### config.mk
export PLATFORM = sky130hd
export DESIGN_NAME = ps2_sprite_mover_flat
export DESIGN_NICKNAME = d
export VERILOG_FILES = /design/src/rtl/ps2_sprite_mover_if.sv /design/src/rtl/ps2_sprite_mover.sv /design/src/flat_wrapper.sv
export SDC_FILE = /design/constraint.sdc
export NUM_CORES = 1
export LEC_CHECK = 0
export ABC_AREA = 1
export CAP_MARGIN = 0
export CORE_MARGIN = 1.5
export CORE_UTILIZATION = 47
export DETAILED_ROUTE_END_ITERATION = 7
export PLACE_DENSITY = 0.7
export SLEW_MARGIN = 20
export SYNTH_ARGS = -nofsm -noshare
export SYNTH_HDL_FRONTEND = slang
export SYNTH_SLANG_ARGS = --single-unit
### constraint.sdc
create_clock -name iVGA_CLK -period 5.6 [get_ports iVGA_CLK]
set_input_delay 0.56 -clock iVGA_CLK [delete_from_list [all_inputs] [get_ports iVGA_CLK]]
set_output_delay 0.56 -clock iVGA_CLK [all_outputs]
set_load 0.01 [all_outputs]
### src/rtl/ps2_sprite_mover_if.sv
// ps2_sprite_mover_if: PS/2 byte input, vsync and sprite position/key outputs
interface ps2_sprite_mover_if;
  logic       ps2_key_pressed;
  logic [7:0] ps2_out;
  logic       iVS;
  logic [9:0] oX;
  logic [8:0] oY;
  logic [3:0] oKeys;
  logic       oMoving;
  modport master (output ps2_key_pressed, ps2_out, iVS, input oX, oY, oKeys, oMoving);
  modport slave  (input ps2_key_pressed, ps2_out, iVS, output oX, oY, oKeys, oMoving);
endinterface

### src/rtl/ps2_sprite_mover.sv
// ps2_sprite_mover: decodes W/A/S/D make/break scancodes and moves a clamped sprite once per frame
module ps2_sprite_mover #(
  parameter int SCREEN_W = 640,
  parameter int SCREEN_H = 480,
  parameter int SPR_W    = 30,
  parameter int SPR_H    = 30,
  parameter int STEP     = 2,
  parameter int X_INIT   = 340,
  parameter int Y_INIT   = 200
) (
  input logic iVGA_CLK,
  input logic reset,
  ps2_sprite_mover_if.slave bus
);
  localparam int XMAX = SCREEN_W - SPR_W;
  localparam int YMAX = SCREEN_H - SPR_H;
  typedef enum logic [1:0] {IDLE, BRK, EXT, EXTBRK} state_t;
  state_t      state_q;
  logic [2:0]  kp_q;
  logic [1:0]  vs_q;
  logic [3:0]  keys_q;
  logic [9:0]  x_q, x_d;
  logic [8:0]  y_q, y_d;
  logic        moving_q;
  logic        byte_ev, tick;
  logic [3:0]  hit;
  logic [10:0] x_dec, x_inc;
  logic [9:0]  y_dec, y_inc;
  assign byte_ev = kp_q[1] & ~kp_q[2];
  assign tick    = vs_q[1] & ~vs_q[0];
  assign hit     = {bus.ps2_out == 8'h1D, bus.ps2_out == 8'h1B, bus.ps2_out == 8'h1C, bus.ps2_out == 8'h23};
  // next position: widened arithmetic so underflow shows up in the top bit and is clamped to 0
  always_comb begin
    x_dec = {1'b0, x_q} - 11'(STEP);
    x_inc = {1'b0, x_q} + 11'(STEP);
    y_dec = {1'b0, y_q} - 10'(STEP);
    y_inc = {1'b0, y_q} + 10'(STEP);
    x_d = (keys_q[1] & ~keys_q[0]) ? (x_dec[10] ? 10'd0 : x_dec[9:0]) :
          (keys_q[0] & ~keys_q[1]) ? (x_inc > 11'(XMAX) ? 10'(XMAX) : x_inc[9:0]) : x_q;
    y_d = (keys_q[3] & ~keys_q[2]) ? (y_dec[9] ? 9'd0 : y_dec[8:0]) :
          (keys_q[2] & ~keys_q[3]) ? (y_inc > 10'(YMAX) ? 9'(YMAX) : y_inc[8:0]) : y_q;
  end
  // synchronize the byte-valid level and register vsync for edge detection
  always_ff @(posedge iVGA_CLK) begin
    if (reset) begin
      kp_q <= '0;
      vs_q <= '0;
    end else begin
      kp_q <= {kp_q[1:0], bus.ps2_key_pressed};
      vs_q <= {vs_q[0], bus.iVS};
    end
  end
  // make/break decoder; extended (E0) sequences are swallowed without touching keys
  always_ff @(posedge iVGA_CLK) begin
    if (reset) begin
      state_q <= IDLE;
      keys_q  <= '0;
    end else if (byte_ev) begin
      case (state_q)
        IDLE: begin
          state_q <= bus.ps2_out == 8'hF0 ? BRK : bus.ps2_out == 8'hE0 ? EXT : IDLE;
          keys_q  <= keys_q | hit;
        end
        BRK: begin
          state_q <= IDLE;
          keys_q  <= keys_q & ~hit;
        end
        EXT:     state_q <= bus.ps2_out == 8'hF0 ? EXTBRK : IDLE;
        default: state_q <= IDLE;
      endcase
    end
  end
  // position only updates on the frame tick, using keys held before any same-cycle byte
  always_ff @(posedge iVGA_CLK) begin
    if (reset) begin
      x_q      <= 10'(X_INIT);
      y_q      <= 9'(Y_INIT);
      moving_q <= 1'b0;
    end else begin
      x_q      <= tick ? x_d : x_q;
      y_q      <= tick ? y_d : y_q;
      moving_q <= tick && (x_d != x_q || y_d != y_q);
    end
  end
  assign bus.oX      = x_q;
  assign bus.oY      = y_q;
  assign bus.oKeys   = keys_q;
  assign bus.oMoving = moving_q;
endmodule

### src/flat_wrapper.sv
// flat-port wrapper written by rule: the top's interface ports become plain ports
module ps2_sprite_mover_flat 
#(
  parameter int SCREEN_W = 640,
  parameter int SCREEN_H = 480,
  parameter int SPR_W    = 30,
  parameter int SPR_H    = 30,
  parameter int STEP     = 2,
  parameter int X_INIT   = 340,
  parameter int Y_INIT   = 200
)
  (iVGA_CLK, reset, bus_ps2_key_pressed, bus_ps2_out, bus_iVS, bus_oX, bus_oY, bus_oKeys, bus_oMoving);
  ps2_sprite_mover_if bus_i ();
  input logic iVGA_CLK;
  input logic reset;
  input wire logic [$bits(bus_i.ps2_key_pressed)-1:0] bus_ps2_key_pressed;
  input wire logic [$bits(bus_i.ps2_out)-1:0] bus_ps2_out;
  input wire logic [$bits(bus_i.iVS)-1:0] bus_iVS;
  output wire logic [$bits(bus_i.oX)-1:0] bus_oX;
  output wire logic [$bits(bus_i.oY)-1:0] bus_oY;
  output wire logic [$bits(bus_i.oKeys)-1:0] bus_oKeys;
  output wire logic [$bits(bus_i.oMoving)-1:0] bus_oMoving;
  assign bus_i.ps2_key_pressed = bus_ps2_key_pressed;
  assign bus_i.ps2_out = bus_ps2_out;
  assign bus_i.iVS = bus_iVS;
  assign bus_oX = bus_i.oX;
  assign bus_oY = bus_i.oY;
  assign bus_oKeys = bus_i.oKeys;
  assign bus_oMoving = bus_i.oMoving;
  ps2_sprite_mover #(.SCREEN_W(SCREEN_W), .SCREEN_H(SCREEN_H), .SPR_W(SPR_W), .SPR_H(SPR_H), .STEP(STEP), .X_INIT(X_INIT), .Y_INIT(Y_INIT)) u_core (.iVGA_CLK(iVGA_CLK), .reset(reset), .bus(bus_i));
endmodule
==> results.md, run 1 <==
* Core area at 5510 um^2
* Via count at 3,080
* Multi-input logic area at 1730 um^2
* Commonest non-fill, non-tap cell in the layout: nand2_1
* Status: finished clean
* Crit end category: flip-flop
* Share of the synthesized area in the top cell type at 0.233
* Tcrit/Tclk final at 0.478
* Antenna Cells at 0
* CP Launch Type: flip-flop
* Slew HR at 0.445
* Setup TNS at 0 ns
* Worst path slowest cell: dfxtp_1
* Post-Syn Area at 2670 um^2
* Tightest Pin Transition at 0.830 ns
* Synth cell types at 32
* Cell Chain, Critical Path: ha_1 > nand2_4 > nor2_4 > nand4_1 > xor2_1 > nand2_1 > nand2_2 > nand3_1 > nand2_1 > nand2_1 > nand2_1 > nand3_1 > nor2_2 > nand3_1 > nor2_1 > nor2_1
* Clk network pwr share at 0.333
* First-pass GRT wire length at 12,000 um
* Cts hold-fix bufs at 0
* RR Endpoint: u_core.bus.oMoving
* Final core occ at 0.562
* Final Hold Fails at 0
* PD cells at 169 nW/um^2
* Die ar. at 6140 um^2
* Area leader, netlist: dfxtp_1
* Die Width at 78.4 um
* Setup CP Type: reg2reg
* Arr. time, crit path at 2.86 ns
* Pwr Total at 0.522 mW
* Dpl ws at 2.95 ns
* Worst stage delay on the critical path at 0.53 ns
* Min-Delay Startpoint: u_core.kp_q[0]
* Reg2Reg Depth at 16
* DP Wirelength at 5390 um
* Avg Inst Size Synth at 5.70 um^2
* Postcts setup bufs at 0
* Share of layout cells above drive strength 1 at 0.0549
* WP data required at 5.78 ns
* Resize count post-CTS at 0
* Final Non-Filler Cells at 564
* Register Area at 621 um^2
* P_int at 0.361 mW
* Clock Skews at 0.00709 ns
* H-tree Lvls at 2
* Flop-to-flop setup slack at 2.93 ns
* Worst Setup Slack, final at 2.93 ns
* Final setup fails at 0
* Worst r2r src: u_core.bus.oX[2]
* Worst-path fanout max at 10
* Dpl cells at 556
* Vias/cell at 5.46
* Final min period at 2.67 ns
* Most frequent cells in the layout: nand2_1 (126), nor2_1 (58), inv_1 (54), nand3_1 (43), o21ai_0 (39)
* Root buf cell: clkbuf_8
* Pre-Repair DR Iteration Count at 5
* Static leakage at 1.39 nW
* Vias in the first global route at 2,686
* Worst Hold Class: reg2reg
* Syn nets at 484
* Pin count of the biggest net entering global routing at 22
* Placer Congestion at 0.911
* CTS sink count at 31
* Initial Util at 0.485
* I/O pin total at 36
* Max Clk Rate at 374 MHz
* Flop pwr share at 0.469
* Initial antenna violation count at 0
* Ys Warns at 0
* Switching Fraction at 0.309
* Fillcell total at 567
* DR WL/cell at 12.4 um
* Hold depth at 2
* Grt total ovfl at 0
* Syn Inst Count at 468
* Max-slew violations at 0
* Total GRT Usage at 0.242
* Max Buffers Root-to-Sink at 2
* 1st-iter DRT viols at 204
* Skew-Pair Late Insertion Delay at 0.28 ns
* Nets at 507
* Worst-path clk slew at 0.07 ns
* Cts bufs inserted at 5
* Antenna viol nets, final at 0
* Hold Crit Endpoint: u_core.kp_q[1]
* RSZ-0062 raised after global routing: no
* CTS tree: built
* Synth-to-layout area growth at 15.9%
* Ranking of synthesized cells by area: dfxtp_1 (23%), nand2_1 (18%), nor2_1 (8.2%)
* Drc violations at 0
* CP Launch Point: u_core.bus.oX[2]
* Register area share after synthesis at 0.233
* Worst VDD drop at 152 uV
* Max Cap Viol at 0
* Drt total wl at 7010 um
* Comb power frac at 0.198
* Switching power at 0.161 mW
* FP Rows at 27
* PortBufs at 35
* Die H at 78.4 um
* Post-synthesis register bit count at 31
* Cell mode on critical path: nand2_1
==> power groups by stage <==
stage	Combinational, mW	Sequential (mW)	Clock [mW]
after global routing	0.118	0.247	0.190
after detailed placement	0.103	0.250	0
final	0.104	0.245	0.174
after global placement	0.102	0.249	0
after floorplan	0.0731	0.244	0
after CTS	0.103	0.245	0.177
==> final cells by class <==
type | count | area share
sequential | 31 | 0.201
clock inverter | 2 | 0.00405
clock buffer | 6 | 0.0235
multi-input combinational | 361 | 0.560
timing repair buffer | 35 | 0.113
tap | 72 | 0.0291
inverter | 57 | 0.0692
==> metrics by stage <==
step,area (um^2),hold WS (ns)
3_5_place_dp,3010,0.392
3_3_place_gp,3010,0.394
4_1_cts,3090,0.402
2_1_floorplan,2670,0.388
5_1_grt,3090,0.438
6_report,3090,0.400
==> critical path, delay by kind of cell (launching register included) <==
kind                       cells  cell delay (ns)
xor gates and xnor gates       1             0.34
adders and majority gates      1             0.28
and+or+nand+nor               14             1.41
DFF                            1             0.53
==> Yosys cell counts, drive strengths merged <==
cell / count
nand2: 130
nor2: 64
inv: 57
nand3: 46
o21ai: 43
a21oi: 34
dfxtp: 31
clkbuf: 10
buf: 9
nand4: 9
xor2: 8
nor3: 7
a31oi: 6
a211oi: 5
ha: 4
a22oi: 1
nor3b: 1
o21bai: 1
or2: 1
or3: 1
==> logic make-up after synthesis <==
logic type               synth area share
flip-flops                          0.233
AO/OA/AOI/OAI                       0.181
XOR/XNOR                           0.0263
adder cells (fa/ha/maj)            0.0188
buffers and inverters               0.118
AND/OR/NAND/NOR                     0.423
==> metal layers <==
layer | vias up | part of all wire | GRT usage
met1 | 1376 | 0.47 | 0.335
met4 | 0 | 0.0086 | 0.0464
met3 | 9 | 0.066 | 0.0453
met5 | - | 0 | 0
li1 | 1578 | - | -
met2 | 117 | 0.45 | 0.392
==> worst max path at each step <==
| stage | slack [ns] | to |
|---|---|---|
| final | 2.93 | u_core.bus.oMoving |
| after global routing | 2.65 | u_core.bus.oMoving |
| after detailed placement | 2.95 | u_core.bus.oMoving |
| after floorplan | 3.43 | u_core.bus.oMoving |
| after global placement | 2.97 | u_core.bus.oMoving |
| after CTS | 2.93 | u_core.bus.oMoving |
No activity file was read; power rests on OpenSTA's default activity.
==> run 2, diff against run 1 <==
Clock period 5.6 ns to 2.5 ns, I/O delays scaled along.
==> run 2 against run 1 <==
- clock power is 140% higher
- register-to-register slack got worse by 2.7 ns
- largest cell class unchanged
- total power up 130%
- utilization up 2.7 points
- sequential power up 120%
- die area is the same
- design area increased by 4.8%
- critical path depth shrank 1
==> results.md, run 2 (same netlist as run 1, synthesis figures left out) <==
* Antenna Cells at 0
* Pre-Repair DR Iteration Count at 5
* Setup TNS at 0 ns
* Vias/cell at 5.31
* Max Cap Viol at 0
* Worst VDD drop at 386 uV
* Final setup fails at 0
* Initial antenna violation count at 0
* Share of layout cells above drive strength 1 at 0.0986
* FP Rows at 27
* Worst Hold Class: reg2reg
* Slew HR at 0.624
* Total GRT Usage at 0.253
* Skew-Pair Late Insertion Delay at 0.29 ns
* Initial Util at 0.485
* Setup CP Type: reg2reg
* Drc violations at 0
* Cts hold-fix bufs at 0
* Synth-to-layout area growth at 21.5%
* Nets at 522
* Commonest non-fill, non-tap cell in the layout: nand2_1
* Die Width at 78.4 um
* Arr. time, crit path at 2.46 ns
* Pin count of the biggest net entering global routing at 22
* Register Area at 631 um^2
* Final Hold Fails at 0
* CTS sink count at 31
* Antenna viol nets, final at 0
* Die H at 78.4 um
* Vias in the first global route at 2,718
* Core area at 5510 um^2
* Clock Skews at 0.00382 ns
* Min-Delay Startpoint: u_core.kp_q[0]
* I/O pin total at 36
* Final min period at 2.26 ns
* Most frequent cells in the layout: nand2_1 (126), nor2_1 (57), inv_1 (54), nand3_1 (43), o21ai_0 (39)
* Resize count post-CTS at 0
* Static leakage at 1.47 nW
* Cell Chain, Critical Path: nand2_2 > nor2_4 > nand4_1 > xor2_2 > nand2_1 > nand2_2 > nand3_1 > nand2_1 > nand2_1 > nand2_1 > nand3_1 > nor2_2 > nand3_1 > nor2_1 > nor2_1
* Multi-input logic area at 1750 um^2
* Placer Congestion at 0.937
* Worst-path clk slew at 0.08 ns
* 1st-iter DRT viols at 297
* Cell mode on critical path: nand2_1
* Buffers and inverters on the worst path at 0
* Max-slew violations at 0
* CP Launch Point: u_core.bus.oX[5]
* Drt total wl at 7290 um
* Worst stage delay on the critical path at 0.49 ns
* Via count at 3,076
* Max Clk Rate at 442 MHz
* Worst path slowest cell: dfxtp_1
* CTS tree: built
* Tightest Pin Transition at 0.563 ns
* PD cells at 374 nW/um^2
* Fillcell total at 570
* Die ar. at 6140 um^2
* Grt total ovfl at 0
* CP top delay family: simple AND/OR/NAND/NOR gates
* Tcrit/Tclk final at 0.906
* First-pass GRT wire length at 12,500 um
* Dpl ws at 0.0924 ns
* Postcts setup bufs at 0
* Cts bufs inserted at 5
* PortBufs at 35
* WP data required at 2.69 ns
* Worst r2r src: u_core.bus.oX[5]
* Crit end category: flip-flop
* Max Buffers Root-to-Sink at 2
* Status: finished clean
* Worst-path fanout max at 6
* DP Wirelength at 5620 um
* H-tree Lvls at 2
* CP Launch Type: flip-flop
* Root buf cell: clkbuf_8
* Worst Setup Slack, final at 0.235 ns
* DR WL/cell at 12.6 um
run 2: cell count changes in the layout (fill, tap and decap cells not counted), moves of 2 or more:
cell / delta
buf_4: +15
dfxtp_2: +2
clkinv_4: +2
dfxtp_4: +2
dfxtp_1: -4
run 2: final cells by class:
| cell class | count | share of cell area |
|---|---|---|
| Clock inverter | 3 | 0.00772 |
| Clock buffer | 5 | 0.0212 |
| Sequential cell | 31 | 0.195 |
| Tap cell | 72 | 0.0278 |
| Multi-Input combinational cell | 361 | 0.540 |
| Inverter | 57 | 0.0660 |
| Timing Repair Buffer | 50 | 0.143 |
run 2: worst paths after layout:
check / depth (start not counted) / slack [ns] / to
max: 15 / 0.24 / u_core.bus.oMoving
min: 2 / 0.41 / u_core.kp_q[1]
min reg2reg: 2 / 0.41 / u_core.kp_q[1]
max reg2reg: 15 / 0.24 / u_core.bus.oMoving
run 2: metrics by stage:
stage,area (um^2),std cells,power (mW),hold slack (ns),utilization
after detailed placement,3120,571,0.802,0.405,0.567
after CTS,3210,579,1.22,0.416,0.584
after global routing,3240,579,1.28,0.426,0.589
final,3240,579,1.21,0.407,0.589
after global placement,3120,571,0.799,0.390,0.567
after floorplan,2670,468,0.710,0.357,-
run 2: where the power goes:
part	leakage, nW	switching (mW)	internal, mW
combinational	1.17	0.142	0.112
clock	0.0443	0.219	0.199
sequential	0.254	0.0292	0.512
run 2: per-layer routing:
layer / track usage / routed length, um
met1: 0.348 / 3440
met2: 0.415 / 3330
met3: 0.0570 / 486
met4: 0.0339 / 32
met5: 0 / 0
run 2: worst min-delay path: stages, from the launching register on:
cell and delay [ns]:
dfxtp_1 0.30, inv_1 0.04, nor2_1 0.03
